`src/rtl/mult_div_unit_if.sv`:
```
// Handshake/data bundle between the EX-stage pipeline (master) and the HI/LO multiply/divide unit (slave).
// Combinational bundle only; busy is the sole backpressure back to the pipeline.
// No storage here; the bundle adds no latency.
interface mult_div_unit_if #(
    parameter int WIDTH = 32
);
    logic             start;
    logic [2:0]       op;
    logic [WIDTH-1:0] a;
    logic [WIDTH-1:0] b;
    logic             cancel;
    logic             wr_hi;
    logic             wr_lo;
    logic [WIDTH-1:0] wdata;
    logic             busy;
    logic             done;
    logic [WIDTH-1:0] hi;
    logic [WIDTH-1:0] lo;

    modport master (
        output start, op, a, b, cancel, wr_hi, wr_lo, wdata,
        input  busy, done, hi, lo
    );

    modport slave (
        input  start, op, a, b, cancel, wr_hi, wr_lo, wdata,
        output busy, done, hi, lo
    );
endinterface

```
`src/rtl/mult_div_unit.sv`:
```
// Iterative MULT/MULTU/DIV/DIVU unit owning HI/LO; MADD/MADDU are built only with MDU_MADD_EN defined.
// Latency: busy for N+1 cycles (N = WIDTH/MUL_STEP for multiply, WIDTH for divide), done pulses the cycle after.
// Backpressure: start and MTHI/MTLO are dropped while busy; the hazard unit must stall on busy.
module mult_div_unit #(
    parameter int WIDTH    = 32,
    parameter int MUL_STEP = 1
) (
    input  logic           clk,
    input  logic           rst_n,
    mult_div_unit_if.slave bus
);
    localparam int MUL_N = WIDTH / MUL_STEP;
    localparam int CW    = $clog2(WIDTH);

    typedef enum logic [1:0] {IDLE, RUN, FIX} state_t;

    state_t             state;
    logic [CW-1:0]      cnt;
    logic [2*WIDTH-1:0] acc;
    logic [WIDTH-1:0]   dvsr;
    logic               is_div;
    logic               neg_q;
    logic               neg_r;
    logic               div_zero;
    logic               busy_q;
    logic               done_q;
    logic [WIDTH-1:0]   hi_q;
    logic [WIDTH-1:0]   lo_q;
`ifdef MDU_MADD_EN
    logic               is_madd;
    logic               op_madd;
`endif

    logic               op_ok;
    logic               op_signed;
    logic               op_div;
    logic               sign_a;
    logic               sign_b;
    logic [WIDTH-1:0]   a_mag;
    logic [WIDTH-1:0]   b_mag;
    logic               launch;

    always_comb begin
        op_ok     = 1'b0;
        op_signed = 1'b0;
        op_div    = 1'b0;
`ifdef MDU_MADD_EN
        op_madd   = 1'b0;
`endif
        case (bus.op)
            3'b000: begin op_ok = 1'b1; op_signed = 1'b1; end
            3'b001: begin op_ok = 1'b1; end
            3'b010: begin op_ok = 1'b1; op_signed = 1'b1; op_div = 1'b1; end
            3'b011: begin op_ok = 1'b1; op_div = 1'b1; end
`ifdef MDU_MADD_EN
            3'b100: begin op_ok = 1'b1; op_signed = 1'b1; op_madd = 1'b1; end
            3'b101: begin op_ok = 1'b1; op_madd = 1'b1; end
`endif
            default: ;
        endcase
    end

    assign sign_a = op_signed & bus.a[WIDTH-1];
    assign sign_b = op_signed & bus.b[WIDTH-1];
    assign a_mag  = sign_a ? -bus.a : bus.a;
    assign b_mag  = sign_b ? -bus.b : bus.b;
    assign launch = bus.start & op_ok & ~bus.cancel;

    // One iteration step. acc holds {partial product, remaining multiplier}
    // for multiply and {partial remainder, dividend/quotient} for divide.
    logic [WIDTH+MUL_STEP-1:0] pp;
    logic [WIDTH+MUL_STEP-1:0] mul_sum;
    logic [WIDTH:0]            div_t;
    logic [WIDTH-1:0]          div_diff;
    logic                      div_ge;
    logic [2*WIDTH-1:0]        acc_nxt;

    always_comb begin
        pp       = {{MUL_STEP{1'b0}}, dvsr} * {{WIDTH{1'b0}}, acc[MUL_STEP-1:0]};
        mul_sum  = {{MUL_STEP{1'b0}}, acc[2*WIDTH-1:WIDTH]} + pp;
        div_t    = acc[2*WIDTH-1:WIDTH-1];
        div_ge   = div_t >= {1'b0, dvsr};
        div_diff = div_t[WIDTH-1:0] - dvsr;
        if (is_div)
            acc_nxt = {(div_ge ? div_diff : div_t[WIDTH-1:0]), acc[WIDTH-2:0], div_ge};
        else
            acc_nxt = {mul_sum, acc[WIDTH-1:MUL_STEP]};
    end

    // Sign fix-up. A zero divisor leaves the dividend magnitude as remainder,
    // so re-applying the dividend sign gives hi = a without a special case.
    logic [2*WIDTH-1:0] prod;
    logic [2*WIDTH-1:0] fix_val;

    always_comb begin
        prod    = neg_q ? -acc : acc;
        fix_val = prod;
`ifdef MDU_MADD_EN
        // hi/lo cannot change while busy, so they still hold the start-edge base.
        if (is_madd)
            fix_val = prod + {hi_q, lo_q};
`endif
        if (is_div) begin
            fix_val[WIDTH-1:0]       = div_zero ? {WIDTH{1'b1}}
                                     : (neg_q ? -acc[WIDTH-1:0] : acc[WIDTH-1:0]);
            fix_val[2*WIDTH-1:WIDTH] = neg_r ? -acc[2*WIDTH-1:WIDTH] : acc[2*WIDTH-1:WIDTH];
        end
    end

    always_ff @(posedge clk or negedge rst_n) begin
        if (!rst_n) begin
            state    <= IDLE;
            cnt      <= '0;
            acc      <= '0;
            dvsr     <= '0;
            is_div   <= 1'b0;
            neg_q    <= 1'b0;
            neg_r    <= 1'b0;
            div_zero <= 1'b0;
            busy_q   <= 1'b0;
            done_q   <= 1'b0;
            hi_q     <= '0;
            lo_q     <= '0;
`ifdef MDU_MADD_EN
            is_madd  <= 1'b0;
`endif
        end else begin
            done_q <= 1'b0;
            case (state)
                IDLE: begin
                    if (launch) begin
                        state    <= RUN;
                        busy_q   <= 1'b1;
                        is_div   <= op_div;
                        neg_q    <= sign_a ^ sign_b;
                        neg_r    <= sign_a;
                        div_zero <= (bus.b == '0);
                        cnt      <= op_div ? CW'(WIDTH - 1) : CW'(MUL_N - 1);
                        acc      <= {{WIDTH{1'b0}}, (op_div ? a_mag : b_mag)};
                        dvsr     <= op_div ? b_mag : a_mag;
`ifdef MDU_MADD_EN
                        is_madd  <= op_madd;
`endif
                    end else begin
                        if (bus.wr_hi)
                            hi_q <= bus.wdata;
                        if (bus.wr_lo)
                            lo_q <= bus.wdata;
                    end
                end
                RUN: begin
                    if (bus.cancel) begin
                        state  <= IDLE;
                        busy_q <= 1'b0;
                    end else begin
                        acc <= acc_nxt;
                        cnt <= cnt - 1'b1;
                        if (cnt == '0)
                            state <= FIX;
                    end
                end
                FIX: begin
                    state  <= IDLE;
                    busy_q <= 1'b0;
                    if (!bus.cancel) begin
                        hi_q   <= fix_val[2*WIDTH-1:WIDTH];
                        lo_q   <= fix_val[WIDTH-1:0];
                        done_q <= 1'b1;
                    end
                end
                default: begin
                    state  <= IDLE;
                    busy_q <= 1'b0;
                end
            endcase
        end
    end

    assign bus.busy = busy_q;
    assign bus.done = done_q;
    assign bus.hi   = hi_q;
    assign bus.lo   = lo_q;
endmodule

```
`src/flat_wrapper.sv`:
```
// flat-port wrapper written by rule: the top's interface ports become plain ports
module mult_div_unit_flat 
#(
    parameter int WIDTH    = 32,
    parameter int MUL_STEP = 1
)
  (clk, rst_n, bus_start, bus_op, bus_a, bus_b, bus_cancel, bus_wr_hi, bus_wr_lo, bus_wdata, bus_busy, bus_done, bus_hi, bus_lo);
  mult_div_unit_if #(.WIDTH(WIDTH)) bus_i ();
  input  logic clk;
  input  logic rst_n;
  input wire logic [$bits(bus_i.start)-1:0] bus_start;
  input wire logic [$bits(bus_i.op)-1:0] bus_op;
  input wire logic [$bits(bus_i.a)-1:0] bus_a;
  input wire logic [$bits(bus_i.b)-1:0] bus_b;
  input wire logic [$bits(bus_i.cancel)-1:0] bus_cancel;
  input wire logic [$bits(bus_i.wr_hi)-1:0] bus_wr_hi;
  input wire logic [$bits(bus_i.wr_lo)-1:0] bus_wr_lo;
  input wire logic [$bits(bus_i.wdata)-1:0] bus_wdata;
  output wire logic [$bits(bus_i.busy)-1:0] bus_busy;
  output wire logic [$bits(bus_i.done)-1:0] bus_done;
  output wire logic [$bits(bus_i.hi)-1:0] bus_hi;
  output wire logic [$bits(bus_i.lo)-1:0] bus_lo;
  assign bus_i.start = bus_start;
  assign bus_i.op = bus_op;
  assign bus_i.a = bus_a;
  assign bus_i.b = bus_b;
  assign bus_i.cancel = bus_cancel;
  assign bus_i.wr_hi = bus_wr_hi;
  assign bus_i.wr_lo = bus_wr_lo;
  assign bus_i.wdata = bus_wdata;
  assign bus_busy = bus_i.busy;
  assign bus_done = bus_i.done;
  assign bus_hi = bus_i.hi;
  assign bus_lo = bus_i.lo;
  mult_div_unit #(.WIDTH(WIDTH), .MUL_STEP(MUL_STEP)) u_core (.clk(clk), .rst_n(rst_n), .bus(bus_i));
endmodule
```
`config.mk`:
```
export PLATFORM = sky130hd
export DESIGN_NAME = mult_div_unit_flat
export DESIGN_NICKNAME = d
export VERILOG_FILES = /design/src/rtl/mult_div_unit_if.sv /design/src/rtl/mult_div_unit.sv /design/src/flat_wrapper.sv
export SDC_FILE = /design/constraint.sdc
export NUM_CORES = 1
export LEC_CHECK = 0
export ABC_AREA = 1
export BUFFER_PORTS_ARGS = -buffer_cell sky130_fd_sc_hd__buf_4
export CAP_MARGIN = 20
export CORE_ASPECT_RATIO = 1.75
export CORE_MARGIN = 8
export CORE_UTILIZATION = 42
export DETAILED_ROUTE_END_ITERATION = 16
export GPL_TIMING_DRIVEN = 0
export HOLD_SLACK_MARGIN = 0.12
export PLACE_DENSITY_LB_ADDON = 0.05
export RECOVER_POWER = 25
export SYNTH_ARGS = -nofsm -noshare
export SYNTH_HDL_FRONTEND = slang
export SYNTH_SLANG_ARGS = --single-unit
```
`constraint.sdc`:
```
create_clock -name clk -period 4.3 [get_ports clk]
set_input_delay 0.645 -clock clk [delete_from_list [all_inputs] [get_ports clk]]
set_output_delay 0.645 -clock clk [all_outputs]
set_load 0.02 [all_outputs]
```
==> metrics.cfg, run 1 <==
[finish]
drive_gt1_share_pct=8.66
final_util_pct=48.4
layout_commonest_cell=nand2_1
layout_common_cells=nand2_1 (936), inv_1 (439), nor2_1 (416), nand3_1 (344), a21oi_1 (218)
syn2layout_area_growth_pct=14.3
final_nets=3547
fill_cells=4791
diodes=0

[setup_path]
cp_num_cells=18
cp.arrival_ns=4.41
cp_max_fo=10
rr_worst_depth=18
path_buf_inv=6
critPathKind=register to register
start_kind=register
cp.required_ns=4.71
worst_path_largest_cell_delay_ns=0.58
cp_top_family=buffers and inverters
crit_top_cell=nand2_1
cp-end-kind=register
crit_path_top_delay_cell=o21bai_1
worstPathCellList=buf_6 -> clkbuf_1 -> nand2_1 -> inv_1 -> ha_1 -> inv_1 -> fa_1 -> o21ai_1 -> inv_1 -> o21bai_1 -> nand2_1 -> nand2_1 -> nand2_1 -> nand3_1 -> nand2_1 -> inv_1 -> nand2_1 -> nand2_1

[cts]
path_clk_slew_ns=0.09
htreeDepth=4
cts.sinks=173
cts_tree=built
numCtsBuffers=17
hold_buffers=0
root_buffer=clkbuf_16
cts_buffer_depth=2
post_cts_resized=0
post_cts_buffers=0
clk_latency_ns=0.48

[global_route]
antenna_found_initial=1
grt_pass1_wl_um=135000
grt_max_degree=110
globalRoute.totalOverflow=0
grtUsageTotal_pct=35.6
grt_pass1_vias=21800

[die]
placementRows=101
die_h_um=292
core_sq_um=43200
start_util_pct=42.4
die-area_sq_um=50800
dieWidth_um=174
io_pins=171

[power_and_ir_drop]
internal_power_mw=5.44
p_seq_share_pct=22.3
powerDensity_nw_per_um2=619
p_clk_share_pct=12.5
switching_share_pct=58.0
p_comb_share_pct=65.2
leakage_nw=10.8
p_sw_mw=7.51
irDropWorstVdd_mv=0.392

[place]
dp_hpwl_um=78400
place_congestion=1.06
port_buffers=170
place_ws_ns=0.510

[job]
maxCapViolCount=1

[logic_synthesis]
synth_edf_count=0
synth_ff_type=dfrtp_1
ys_seq_elements=173
synth_cell_types=49
syn-cell-area_sq_um=18300
seq_area_frac_synth_pct=23.7
syn_nets=3357
synth_cells=3180
synthArstFlopShare_pct=100
syn_avg_cell_area_sq_um=5.76
ys_warn_count=0

[timing]
setup_violations=0
rsz0062_at_grt=false
finalMaxSlewViolations=65
max_slew.worst_pin.slew_ns=3.69
fin_skew_ns=0.0227
fmax_ghz=0.250
timing.final.crit_share_pct=93.2
setup_tns_ns=0
fin_crit_ns=4.01
slew_headroom_pct=-146
worst_slack_ns=0.294
hold_viol=0

[drt]
ant_nets=0
drcViolationCount=0
drtIter0Drc=2031
dr.pass1.iters=6
via_per_inst=5.63
wl_um=93500
wl_per_cell_um=23.7
vias=22200

[worst_hold_path]
worst_hold_path_type=input pin to register
hold_path_depth=2

[status]
status=complete, but fails checks
violations=max-capacitance violations, max-slew violations

-- synthesized netlist by cell type, types with 32 or more instances --
master	number	area share (%)
o21ai_0	162	4.4
dfrtp_1	173	24
nand4_1	57	1.9
ha_1	70	4.8
nand2_1	936	19
o211ai_1	32	1.3
nor2_1	416	8.5
clkbuf_1	58	1.2
inv_1	439	9.0
a21oi_1	218	6.0
xor2_1	39	1.9
nand3_1	344	9.4
-- area by class of cell --
class | instances | area [sq um] | area share (%)
Multi-Input combinational cell | 2454 | 11800 | 56.5
Timing Repair Buffer | 171 | 1300 | 6.22
Buffer | 102 | 474 | 2.27
Inverter | 451 | 1690 | 8.09
Tap cell | 566 | 708 | 3.39
Sequential cell | 173 | 4330 | 20.7
Clock inverter | 14 | 163 | 0.778
Clock buffer | 18 | 439 | 2.10
-- path summary, 6_finish.rpt --
check                                                  from                            end  slack (ns)
worst min register to register  u_core.bus.busy$_DFFE_PN0P_    u_core.bus.busy$_DFFE_PN0P_        0.50
worst max-delay path              u_core.acc[0]$_DFFE_PN0P_     u_core.acc[63]$_DFFE_PN0P_        0.29
max in group asynchronous                             rst_n  u_core.bus.lo[18]$_DFFE_PN0P_        0.79
worst min-delay path                             bus_cancel      u_core.bus.done$_DFF_PN0_        0.38
min in group asynchronous                             rst_n  u_core.bus.hi[22]$_DFFE_PN0P_        1.42
worst max register to register    u_core.acc[0]$_DFFE_PN0P_     u_core.acc[63]$_DFFE_PN0P_        0.29
-- layer usage --
| layer | share of wire, % | up-vias | track usage, % |
|---|---|---|---|
| met3 | 6.1 | 367 | 6.63 |
| li1 | - | 10600 | - |
| met2 | 50 | 1051 | 63.3 |
| met4 | 10 | 2 | 32.4 |
| met5 | 0.014 | - | 0 |
| met1 | 34 | 10200 | 34.6 |
-- flip-flops by register name, indices dropped and copies added (netlist names) --
register         count
u_core.bus.hi       32
u_core.cnt           5
u_core.dvsr         32
u_core.neg_q         1
u_core.is_div        1
u_core.bus.done      1
u_core.state         2
u_core.bus.lo       32
u_core.div_zero      1
u_core.acc          64
u_core.neg_r         1
u_core.bus.busy      1
-- per-stage QoR --
stage / std cells / hold WS (ns) / power, mW / area (sq um)
floorplan: 3180 / 0.349 / 8.02 / 18300
global placement: 3916 / 0.461 / 11.1 / 20300
detailed placement: 3917 / 0.478 / 11.1 / 20300
CTS: 3949 / 0.123 / 12.7 / 20900
global route: 3949 / 0.368 / 13.8 / 20900
finish: 3949 / 0.383 / 13.0 / 20900
-- power by group through the flow --
stage	sequential (mW)	clock (mW)	combinational, mW
finish	2.89	1.62	8.45
global route	2.90	1.67	9.22
CTS	2.85	1.62	8.27
detailed placement	2.88	0	8.24
global placement	2.86	0	8.20
floorplan	2.60	0	5.42
-- cells by family (layout without fill, tap and decap cells) --
group,after synthesis,count (layout),share of synthesized area [%]
AOI/OAI and AO/OA,485,485,14.6
xor gates and xnor gates,55,55,2.63
adders and majority gates,72,72,5.00
buffers and inverters,553,756,11.8
DFF,173,173,23.7
and+or+nand+nor,1842,1842,42.3
Power figures use the tool's default switching activity.
==> run 2, diff against run 1 <==
==> constraint.sdc (replaced) <==
create_clock -name clk -period 3.95 [get_ports clk]
set_input_delay 0.5925 -clock clk [delete_from_list [all_inputs] [get_ports clk]]
set_output_delay 0.5925 -clock clk [all_outputs]
set_load 0.02 [all_outputs]
==> run 2 against run 1 <==
Effect of this change:
- setup slack worse by 0.085 ns
- the run still ends with max-capacitance violations, max-slew violations left
- critical endpoint unchanged
- first-iteration DRC count up 1.6%
- highest routed layer unchanged
- critical path type unchanged
- global-route usage unchanged
- final cell count about the same
- clock skew down 0.0039 ns
- total power up 8.4%
==> metrics.cfg, run 2 (synthesis results as in run 1) <==
[global_route]
grt_pass1_wl_um=135000
grtUsageTotal_pct=35.6
globalRoute.totalOverflow=0
grt_pass1_vias=21800
antenna_found_initial=1
grt_max_degree=110

[place]
port_buffers=170
place_area_sq_um=20300
place_congestion=1.06
dp_hpwl_um=78400

[power_and_ir_drop]
leakage_nw=10.7
internal_power_mw=5.87
p_comb_share_pct=65.1
irDropWorstVdd_mv=0.427
p_seq_share_pct=22.3
p_clk_share_pct=12.5
powerDensity_nw_per_um2=675
switching_share_pct=58.2
p_sw_mw=8.17

[finish]
drive_gt1_share_pct=7.62
final_nets=3548
layout_commonest_cell=nand2_1
largest_reg_flops=64
syn2layout_area_growth_pct=13.6
multi_input_area_sq_um=11800
regArea_sq_um=4330
design_area_sq_um=20800
layout_common_cells=nand2_1 (936), inv_1 (439), nor2_1 (416), nand3_1 (344), a21oi_1 (218)
top_register=u_core.acc
fill_cells=4810
diodes=0

[cts]
root_buffer=clkbuf_16
cts_tree=built
clk_latency_ns=0.47
path_clk_slew_ns=0.09
cts_buffer_depth=2
numCtsBuffers=17
htreeDepth=4
cts.sinks=173

[setup_path]
cp.arrival_ns=4.15
critPathKind=register to register
cp-end-kind=register
cp.required_ns=4.36
cp_max_fo=10
start_kind=register

[drt]
vias=22200
wl_um=93500
dr.pass1.iters=6
via_per_inst=5.63
drcViolationCount=0
ant_nets=0
drtIter0Drc=2064
wl_per_cell_um=23.7

[timing]
setup_violations=0
setup_tns_ns=0
max_slew.worst_pin.slew_ns=1.72
fin_crit_ns=3.74
timing.final.crit_share_pct=94.7
rsz0062_at_grt=false
finalMaxSlewViolations=65
fin_skew_ns=0.0188
hold_ws_ns=0.337
slew_headroom_pct=-14.4
hold_viol=0
fmax_ghz=0.267

[die]
core_sq_um=43200
die-area_sq_um=50800
die_h_um=292
dieWidth_um=174
placementRows=101
io_pins=171
start_util_pct=42.4

[job]
maxCapViolCount=1

[status]
violations=max-capacitance violations, max-slew violations
status=complete, but fails checks

[worst_hold_path]
worst_hold_path_type=input pin to register

run 2: repair_timing:
| item | CTS | global route |
|---|---|---|
| hold endpoints to repair | 64 | 0 |
| hold buffers | 1 | 0 |
| resized for setup | 0 | 1 |
| endpoints found under the setup margin | 0 | 3 |
| setup buffers | 0 | 0 |
run 2: metal layers:
metal	GRT usage [%]	wire length, um	vias up
met4	32.4	9690	2
met5	0	13	-
li1	-	-	10600
met2	63.3	46300	1035
met1	34.6	31800	10200
met3	6.63	5680	377
run 2: area by class of cell:
cell class              count  share of cell area, %
well taps                 566                   3.41
clock inverters            14                  0.782
repair buffers            172                   5.64
inverters                 451                   8.14
flip-flops and latches    173                   20.8
multi-input cells        2454                   56.8
clock buffers              18                   2.11
plain buffers             102                   2.28
run 2: per-stage QoR:
step / setup WS [ns] / util [%] / instances / power [mW]
3_3_place_gp: 0.213 / 46.9 / 3916 / 12.0
2_1_floorplan: 1.47 / - / 3180 / 8.73
6_report: 0.209 / 48.1 / 3950 / 14.0
3_5_place_dp: 0.160 / 47.0 / 3917 / 12.1
4_1_cts: 0.138 / 48.4 / 3950 / 13.9
5_1_grt: 0.00883 / 48.1 / 3950 / 14.9
run 2: power groups by stage:
stage	Sequential, mW	Combinational, mW	Clock [mW]
after floorplan	2.83	5.90	0
after global placement	3.12	8.92	0
after detailed placement	3.13	8.96	0
after CTS	3.10	9.01	1.76
after global routing	3.15	9.98	1.82
final	3.14	9.14	1.76
run 2: path summary, 6_finish.rpt:
kind / start / end / slack, ns / cells after the start
max: u_core.acc[0]$_DFFE_PN0P_ / u_core.acc[63]$_DFFE_PN0P_ / 0.21 / 18
min in group asynchronous: rst_n / u_core.bus.hi[22]$_DFFE_PN0P_ / 1.09 / 2
max reg2reg: u_core.acc[0]$_DFFE_PN0P_ / u_core.acc[63]$_DFFE_PN0P_ / 0.21 / 18
min: bus_cancel / u_core.bus.done$_DFF_PN0_ / 0.34 / 2
min reg2reg: u_core.bus.busy$_DFFE_PN0P_ / u_core.bus.busy$_DFFE_PN0P_ / 0.49 / 2
max in group asynchronous: rst_n / u_core.acc[8]$_DFFE_PN0P_ / 1.53 / 3
run 2: worst max-delay path, stage by stage (launching register included):
cell and delay, ns:
dfrtp_1 0.36, buf_6 0.15, clkbuf_1 0.45, nand2_1 0.11, inv_1 0.08, ha_1 0.31, inv_1 0.09, fa_1 0.54
o21ai_1 0.41, inv_1 0.14, o21bai_2 0.37, nand2_1 0.12, nand2_1 0.13, nand2_1 0.07, nand3_1 0.10, nand2_1 0.07
inv_1 0.07, nand2_1 0.05, nand2_1 0.05
